### src/rtl/ddr_bank_timing_tracker.sv
`default_nettype none
// ============================================================================
// Module      : ddr_bank_timing_tracker
// Description : Per-rank DDR timing-legality tracker. It keeps a per-bank
//               IDLE/ACTIVE state and saturating down-counters for the
//               ACT/RD/WR/PRE/REF timing constraints. It publishes
//               per-bank "command legal this cycle" masks. An issued command
//               that is not legal leaves all state untouched and sets a
//               sticky error flag.
// Revision    : 1.0 - initial release
// ----------------------------------------------------------------------------
// Configuration macro:
//   REFRESH_TRACK_EN - adds a 16-bit refresh-interval counter. It drives
//                      ref_due and blocks ACT while a refresh is owed.
// ----------------------------------------------------------------------------
// Ports:
//   clk          in   clock
//   rst_n        in   asynchronous active-low reset
//   cmd_valid    in   a command is issued this cycle
//   cmd_type     in   1=ACT 2=RD 3=WR 4=PRE 5=REF, other codes illegal
//   cmd_bank     in   flat bank index {bankgroup, bank}
//   cmd_ap       in   auto-precharge qualifier for RD/WR
//   act_ok       out  ACT legal, per bank
//   rd_ok        out  RD legal, per bank
//   wr_ok        out  WR legal, per bank
//   pre_ok       out  PRE legal, per bank
//   ref_ok       out  REF legal
//   bank_open    out  bank is ACTIVE, per bank
//   ref_busy     out  tRFC window running
//   ref_due      out  refresh owed (REFRESH_TRACK_EN only, else 0)
//   err_illegal  out  sticky illegal-command flag
// ============================================================================
module ddr_bank_timing_tracker #(
    parameter int NUM_BG = 4,
    parameter int NUM_BK = 4,
    parameter int CNT_W  = 9,
    parameter int T_RCD  = 16,
    parameter int T_RP   = 16,
    parameter int T_RAS  = 39,
    parameter int T_RTP  = 9,
    parameter int T_WRP  = 34,
    parameter int T_CCDS = 4,
    parameter int T_CCDL = 6,
    parameter int T_RFC  = 256,
    parameter int T_REFI = 8192
) (
    input  logic                              clk,
    input  logic                              rst_n,
    input  logic                              cmd_valid,
    input  logic [2:0]                        cmd_type,
    input  logic [$clog2(NUM_BG*NUM_BK)-1:0]  cmd_bank,
    input  logic                              cmd_ap,
    output logic [NUM_BG*NUM_BK-1:0]          act_ok,
    output logic [NUM_BG*NUM_BK-1:0]          rd_ok,
    output logic [NUM_BG*NUM_BK-1:0]          wr_ok,
    output logic [NUM_BG*NUM_BK-1:0]          pre_ok,
    output logic                              ref_ok,
    output logic [NUM_BG*NUM_BK-1:0]          bank_open,
    output logic                              ref_busy,
    output logic                              ref_due,
    output logic                              err_illegal
);

    localparam int NUM_BANK = NUM_BG * NUM_BK;
    localparam int BANK_W   = $clog2(NUM_BANK);
    localparam int BK_W     = $clog2(NUM_BK);
    localparam int AP_W     = CNT_W + 1;

    localparam logic [2:0] CMD_ACT = 3'd1;
    localparam logic [2:0] CMD_RD  = 3'd2;
    localparam logic [2:0] CMD_WR  = 3'd3;
    localparam logic [2:0] CMD_PRE = 3'd4;
    localparam logic [2:0] CMD_REF = 3'd5;

    localparam logic [0:0] ST_IDLE   = 1'b0;
    localparam logic [0:0] ST_ACTIVE = 1'b1;

    // Counters are loaded with T-1 so that a command at cycle N makes the
    // dependent command legal from cycle N+T.
    localparam logic [CNT_W-1:0] LD_RCD  = CNT_W'(T_RCD  - 1);
    localparam logic [CNT_W-1:0] LD_RP   = CNT_W'(T_RP   - 1);
    localparam logic [CNT_W-1:0] LD_RAS  = CNT_W'(T_RAS  - 1);
    localparam logic [CNT_W-1:0] LD_RTP  = CNT_W'(T_RTP  - 1);
    localparam logic [CNT_W-1:0] LD_WRP  = CNT_W'(T_WRP  - 1);
    localparam logic [CNT_W-1:0] LD_CCDS = CNT_W'(T_CCDS - 1);
    localparam logic [CNT_W-1:0] LD_CCDL = CNT_W'(T_CCDL - 1);
    localparam logic [CNT_W-1:0] LD_RFC  = CNT_W'(T_RFC  - 1);

    // Full (not minus one) RD/WR-to-PRE distances, used to place the
    // implied precharge of an auto-precharge column command.
    localparam logic [CNT_W-1:0] DLY_RTP = CNT_W'(T_RTP);
    localparam logic [CNT_W-1:0] DLY_WRP = CNT_W'(T_WRP);

    // Saturating decrement: a counter parked at 0 means "constraint met".
    function automatic logic [CNT_W-1:0] dec(input logic [CNT_W-1:0] v);
        return (v == '0) ? v : v - CNT_W'(1);
    endfunction

    // ------------------------------------------------------------------
    // Command decode and legality
    // ------------------------------------------------------------------
    logic                 is_act, is_rd, is_wr, is_pre, is_ref;
    logic                 cmd_legal;
    logic                 col_legal;
    logic                 ref_legal;
    logic [BANK_W-1:0]    cmd_bg;
    logic [NUM_BANK-1:0]  rp_zero;
    logic [NUM_BG-1:0]    ccd_l_zero;
    logic                 ccd_s_zero;
    logic                 act_block;

    always_comb begin
        is_act    = (cmd_type == CMD_ACT);
        is_rd     = (cmd_type == CMD_RD);
        is_wr     = (cmd_type == CMD_WR);
        is_pre    = (cmd_type == CMD_PRE);
        is_ref    = (cmd_type == CMD_REF);
        cmd_legal = 1'b0;
        if (cmd_valid) begin
            case (cmd_type)
                CMD_ACT: cmd_legal = act_ok[cmd_bank];
                CMD_RD:  cmd_legal = rd_ok[cmd_bank];
                CMD_WR:  cmd_legal = wr_ok[cmd_bank];
                CMD_PRE: cmd_legal = pre_ok[cmd_bank];
                CMD_REF: cmd_legal = ref_ok;
                default: cmd_legal = 1'b0;
            endcase
        end
        col_legal = cmd_legal && (is_rd || is_wr);
        ref_legal = cmd_legal && is_ref;
    end

    assign cmd_bg = cmd_bank >> BK_W;

    // ------------------------------------------------------------------
    // Per-bank state machine and timing counters
    // ------------------------------------------------------------------
    for (genvar b = 0; b < NUM_BANK; b++) begin : g_bank
        logic [0:0]       state;
        logic [CNT_W-1:0] rcd_cnt;
        logic [CNT_W-1:0] ras_cnt;
        logic [CNT_W-1:0] rtp_cnt;
        logic [CNT_W-1:0] wrp_cnt;
        logic [CNT_W-1:0] rp_cnt;
        logic             hit;
        logic             ap_close;
        logic [CNT_W-1:0] ap_wait;
        logic [AP_W-1:0]  ap_sum;
        logic [CNT_W-1:0] ap_load;

        assign hit      = cmd_legal && (cmd_bank == BANK_W'(b));
        assign ap_close = hit && (is_rd || is_wr) && cmd_ap;

        // Auto-precharge closes the bank immediately, but the implied PRE
        // only happens once every PRE constraint would be met. That is the
        // latest of tRAS, any earlier RD/WR recovery, and this command's
        // own tRTP/tWRP. tRP is then counted from that point, so rp_cnt is
        // preloaded with the combined distance. It saturates if the sum
        // cannot be represented.
        always_comb begin
            ap_wait = is_wr ? DLY_WRP : DLY_RTP;
            if (ras_cnt > ap_wait) ap_wait = ras_cnt;
            if (rtp_cnt > ap_wait) ap_wait = rtp_cnt;
            if (wrp_cnt > ap_wait) ap_wait = wrp_cnt;
            ap_sum  = {1'b0, ap_wait} + AP_W'(T_RP - 1);
            ap_load = ap_sum[AP_W-1] ? {CNT_W{1'b1}} : ap_sum[CNT_W-1:0];
        end

        always_ff @(posedge clk or negedge rst_n) begin
            if (!rst_n) begin
                state   <= ST_IDLE;
                rcd_cnt <= '0;
                ras_cnt <= '0;
                rtp_cnt <= '0;
                wrp_cnt <= '0;
                rp_cnt  <= '0;
            end else begin
                rcd_cnt <= (hit && is_act) ? LD_RCD : dec(rcd_cnt);
                ras_cnt <= (hit && is_act) ? LD_RAS : dec(ras_cnt);
                rtp_cnt <= (hit && is_rd)  ? LD_RTP : dec(rtp_cnt);
                wrp_cnt <= (hit && is_wr)  ? LD_WRP : dec(wrp_cnt);

                if (hit && is_pre)
                    rp_cnt <= LD_RP;
                else if (ap_close)
                    rp_cnt <= ap_load;
                else
                    rp_cnt <= dec(rp_cnt);

                if (hit && is_act)
                    state <= ST_ACTIVE;
                else if ((hit && is_pre) || ap_close)
                    state <= ST_IDLE;
            end
        end

        assign bank_open[b] = (state == ST_ACTIVE);
        assign rp_zero[b]   = (rp_cnt == '0);
        assign act_ok[b]    = (state == ST_IDLE) && rp_zero[b] && !ref_busy && !act_block;
        assign rd_ok[b]     = (state == ST_ACTIVE) && (rcd_cnt == '0) && ccd_s_zero
                              && ccd_l_zero[b / NUM_BK];
        assign wr_ok[b]     = rd_ok[b];
        assign pre_ok[b]    = (state == ST_ACTIVE) && (ras_cnt == '0)
                              && (rtp_cnt == '0) && (wrp_cnt == '0);
    end

    // ------------------------------------------------------------------
    // Column-to-column spacing: one short window across bank groups, one
    // long window per bank group
    // ------------------------------------------------------------------
    logic [CNT_W-1:0] ccd_s_cnt;

    always_ff @(posedge clk or negedge rst_n) begin
        if (!rst_n)
            ccd_s_cnt <= '0;
        else
            ccd_s_cnt <= col_legal ? LD_CCDS : dec(ccd_s_cnt);
    end

    assign ccd_s_zero = (ccd_s_cnt == '0);

    for (genvar g = 0; g < NUM_BG; g++) begin : g_bg
        logic [CNT_W-1:0] ccd_l_cnt;

        always_ff @(posedge clk or negedge rst_n) begin
            if (!rst_n)
                ccd_l_cnt <= '0;
            else if (col_legal && (cmd_bg == BANK_W'(g)))
                ccd_l_cnt <= LD_CCDL;
            else
                ccd_l_cnt <= dec(ccd_l_cnt);
        end

        assign ccd_l_zero[g] = (ccd_l_cnt == '0);
    end

    // ------------------------------------------------------------------
    // Refresh cycle window and sticky error
    // ------------------------------------------------------------------
    logic [CNT_W-1:0] rfc_cnt;

    always_ff @(posedge clk or negedge rst_n) begin
        if (!rst_n) begin
            rfc_cnt     <= '0;
            err_illegal <= 1'b0;
        end else begin
            rfc_cnt <= ref_legal ? LD_RFC : dec(rfc_cnt);
            if (cmd_valid && !cmd_legal)
                err_illegal <= 1'b1;
        end
    end

    assign ref_busy = (rfc_cnt != '0);
    assign ref_ok   = (~|bank_open) && (&rp_zero) && !ref_busy;

    // ------------------------------------------------------------------
    // Optional refresh-interval tracking
    // ------------------------------------------------------------------
`ifdef REFRESH_TRACK_EN
    logic [15:0] refi_cnt;

    // The reset value is the post-release load. The interval therefore
    // starts counting on the first clock after rst_n deasserts.
    always_ff @(posedge clk or negedge rst_n) begin
        if (!rst_n)
            refi_cnt <= 16'(T_REFI - 1);
        else if (ref_legal)
            refi_cnt <= 16'(T_REFI - 1);
        else if (refi_cnt != 16'd0)
            refi_cnt <= refi_cnt - 16'd1;
    end

    // refi_cnt parks at 0 until a legal REF reloads it, so ref_due holds
    // exactly from expiry to the accepted REF. Banks are refresh-first.
    assign ref_due   = (refi_cnt == 16'd0);
    assign act_block = ref_due;
`else
    // T_REFI only matters with refresh tracking. It is folded in here so
    // both builds consume the same parameter list.
    localparam logic REFI_SET = (T_REFI > 0);
    assign ref_due   = 1'b0 & REFI_SET;
    assign act_block = 1'b0;
`endif

endmodule

`default_nettype wire
### config.mk
export PLATFORM = sky130hd
export DESIGN_NAME = ddr_bank_timing_tracker
export DESIGN_NICKNAME = d
export VERILOG_FILES = /design/src/rtl/ddr_bank_timing_tracker.sv
export SDC_FILE = /design/constraint.sdc
export NUM_CORES = 2
export LEC_CHECK = 0
export BUFFER_PORTS_ARGS = -buffer_cell sky130_fd_sc_hd__buf_2
export CAP_MARGIN = 20
export CORE_MARGIN = 5
export CORE_UTILIZATION = 36
export DETAILED_ROUTE_END_ITERATION = 16
export PLACE_DENSITY = 0.59
export SYNTH_ARGS = -nofsm -noshare
export SYNTH_HDL_FRONTEND = slang
export SYNTH_SLANG_ARGS = --single-unit
### constraint.sdc
create_clock -name clk -period 6 [get_ports clk]
set_clock_uncertainty 0.05 [all_clocks]
set_input_delay 1.2 -clock clk [delete_from_list [all_inputs] [get_ports clk]]
set_output_delay 1.2 -clock clk [all_outputs]
set_load 0.005 [all_outputs]
==> flow_summary_export.csv <==
group,metric,value,unit
floorplanning,rows,146,
routing,via_count,54000,
placed_design,preCtsSetupSlack,-1.72,ns
routing,wire_per_inst,18.7,microns
logic_synthesis,async_flop_share,1.00,
critical_path,worstSetupStartpointType,"input pin",
floorplanning,ioPinCount,95,
critical_path,path_max_fanout,11,
logic_synthesis,synth-seq-cells,791,
final_layout,fillerInstances,15100,
routing,route.final.wire_length,185000,microns
job,cap_violations,0,
pwr,p_seq_frac,0.183,
hold_path,hp-class,"input pin to asynchronous set/reset pin",
global_routing,grt_max_degree,142,
critical_path,critPathCaptureType,"register",
pwr,ir_worst_vdd,0.572,mV
cts,cts_sinks,791,
floorplanning,die_y,409,microns
floorplanning,die-area,0.167,sq mm
floorplanning,start_util,0.362,
critical_path,cpPeakStageDelay,0.48,ns
logic_synthesis,ys_warn_count,0,
routing,via_per_inst,5.48,
logic_synthesis,yosysSeqAreaShare,0.345,
critical_path,crit_type,"input pin to register",
timing,setup-violations-final,137,
global_routing,antenna_found_initial,13,
global_routing,grt_pass1_wl,289000,microns
placed_design,place_congestion,0.967,
logic_synthesis,synthCells,6774,
logic_synthesis,avgSynthCellArea,8.46,sq um
routing,first_iter_violations,3979,
logic_synthesis,ys.flop_type,"dfrtp_1",
critical_path,worstRegToRegCells,28,
logic_synthesis,synth_common_cells,"nor2_1, dfrtp_1, nand2_1",
timing,drv_slew,0,
cts,cts_tree,"built",
logic_synthesis,syn-num-nets,7239,
routing,antenna_left,0,
pwr,power.leakage,0.0321,uW
final_layout,drive_gt1_frac,0.249,
logic_synthesis,synth_cell_types,102,
logic_synthesis,synth_edf_count,0,
pwr,p_sw,24300,uW
pwr,p_per_area,758,mW/mm^2
timing,relSlewSlack,0.255,
placed_design,place_area,0.0667,sq mm
timing,fmax,153,MHz
critical_path,r2r-end,"g_bank[7].rp_cnt[4]",
pwr,switching_share,0.433,
timing,rsz0062_at_grt,"yes",
pwr,p_clk_frac,0.118,
placed_design,place.detailed.hpwl,138000,microns
cts,cts_made_buffers,100,
final_layout,final_cell_area,0.0741,sq mm
global_routing,track_usage,0.211,
placed_design,port_buffers,93,
timing,hold_viol_final,0,
final_layout,nets,8175,
timing,fin_crit,6.54,ns
cts,clkSlewWorstSetupHoldPaths,0.07,ns
cts,postCtsHoldBufs,0,
final_layout,final_util,0.468,
critical_path,required,6.55,ns
cts,clockRootBuffer,"clkbuf_16",
cts,htree_levels,3,
logic_synthesis,synthesis.area,0.0573,sq mm
status,violations,"setup timing",
pwr,p_comb_frac,0.699,
timing,post-route-period-util,1.09,
floorplanning,die_w,409,microns
floorplanning,core,0.158,sq mm
logic_synthesis,synth_top_area_cell,"dfrtp_1",
critical_path,cp_slowest_cell,"or4_4",
logic_synthesis,yosys-top-cells-area,"dfrtp_1, ha_1, nor2_1",
status,status,"complete, but fails checks",
critical_path,reg2reg_slack,0.20,ns
timing,tightest_slew,1.11,ns
logic_synthesis,synth_top_cell_area_share,0.345,
global_routing,grt_overflow,0,
final_layout,area_delta_synth_final,29.3,%
cts,worstSkewPairLatency,0.74,ns
routing,post-route-drc-count,0,
timing,setup_ws,-0.537,ns
routing,firstDrtPassIters,9,
global_routing,grt_pass1_vias,52700,
critical_path,crit_arrival,7.09,ns
cts,clock_path_buffers,3,
critical_path,r2r-start,"g_bank[7].ras_cnt[1]",
logic_synthesis,yosysMostFrequentCell,"nor2_1",
pwr,p_int,31900,uW
==> flip-flops by register name, indices dropped and copies added, names as in the netlist <==
register and cells:
ccd_s_cnt 9, err_illegal 1, g_bank.ras_cnt 144, g_bank.rcd_cnt 144, g_bank.rp_cnt 144, g_bank.rtp_cnt 144
g_bank.state 16, g_bank.wrp_cnt 144, g_bg.ccd_l_cnt 36, rfc_cnt 9
==> per-stage QoR <==
| step | power, uW | TNS (ns) | hold WS [ns] | cells |
|---|---|---|---|---|
| floorplan | 30500 | -124.68 | 0.394 | 6774 |
| global placement | 41900 | -190.10 | 0.414 | 9559 |
| detailed placement | 42500 | -203.50 | 0.411 | 9559 |
| CTS | 52400 | -27.41 | 0.400 | 9794 |
| global route | 60500 | -71.82 | 0.406 | 9864 |
| finish | 56200 | -37.12 | 0.400 | 9866 |
==> metal layers <==
metal / share of wire / wire, microns / vias up / track usage
li1: - / - / 26100 / -
met5: 0.00011 / 21 / - / 0
met1: 0.45 / 84000 / 26300 / 0.291
met2: 0.45 / 83800 / 1309 / 0.341
met4: 0.032 / 6000 / 4 / 0.0644
met3: 0.059 / 10900 / 343 / 0.0341
==> cells by family (layout without fill, tap and decap cells) <==
group	Yosys count	count (layout)	synth area share
other	1	3	0.0000654
buffers and inverters	552	1567	0.0397
flip-flops	791	791	0.345
multiplexers	176	176	0.0324
XOR/XNOR	559	559	0.0854
AO/OA/AOI/OAI	1278	1280	0.143
adder cells (fa/ha/maj)	454	454	0.0991
AND/OR/NAND/NOR	2963	2964	0.255
==> power groups by stage <==
stage | clock network, uW | registers [uW] | logic, uW
after floorplan | 0 | 9160 | 21300
after global placement | 0 | 10100 | 31800
after detailed placement | 0 | 10200 | 32300
after CTS | 6820 | 10100 | 35400
after global routing | 7020 | 10600 | 42900
final | 6650 | 10300 | 39300
==> cell usage in the layout, fill, tap and decap left out, drive strengths merged, types with 26 or more instances in the layout <==
cell type / n
and2: 39
nand4: 93
mux2i: 99
nor2b: 60
o31ai: 72
nand3b: 26
xnor2: 352
or2: 44
clkbuf: 135
or3: 82
or4: 59
buf: 1008
nor4: 141
dfrtp: 791
nand3: 198
a21o: 54
xor2: 207
nor2: 940
ha: 454
nor3: 327
a21oi: 368
nor3b: 28
a31oi: 48
a211oi: 83
o211ai: 28
nand2b: 76
o31a: 26
nand2: 670
o21ai: 292
nor4b: 41
o21a: 42
mux2: 77
and3: 75
inv: 380
o22ai: 34
==> worst max-delay path, delay by kind of cell <==
kind | cells | cell delay (ns)
adder cells (fa/ha/maj) | 4 | 1.02
multiplexers | 3 | 0.81
AO/OA/AOI/OAI | 9 | 1.50
AND/OR/NAND/NOR | 8 | 1.67
buffers and inverters | 6 | 0.70
XOR/XNOR | 1 | 0.15
==> how the worst max path moves through the flow <==
stage / to / cells past startpoint / start
floorplan: g_bank[0].rp_cnt[6] / 35 / cmd_type[1]
global placement: g_bank[13].rp_cnt[6] / 32 / cmd_type[1]
detailed placement: g_bank[7].rp_cnt[8] / 31 / cmd_type[2]
CTS: g_bank[11].rp_cnt[8] / 33 / cmd_type[2]
global route: g_bank[3].rp_cnt[6] / 31 / cmd_type[1]
finish: g_bank[3].rp_cnt[6] / 31 / cmd_type[2]
==> final cells by class <==
cell class	count	area [sq um]	share of cell area
diodes	2	5.00	0.0000675
repair buffers	1008	7710	0.104
clock buffers	135	2870	0.0387
multi-input cells	5434	39000	0.526
inverters	375	1420	0.0192
clock inverters	49	738	0.00996
flip-flops and latches	791	19800	0.267
well taps	2072	2590	0.0350
==> timing repair <==
| item | CTS | global route |
|---|---|---|
| setup endpoints to repair | 144 | 144 |
| resized for setup | 228 | 358 |
| cloned | 4 | 2 |
| pin swaps | 113 | 145 |
| buffers inserted | 49 | 69 |
Power figures use the tool's default switching activity.
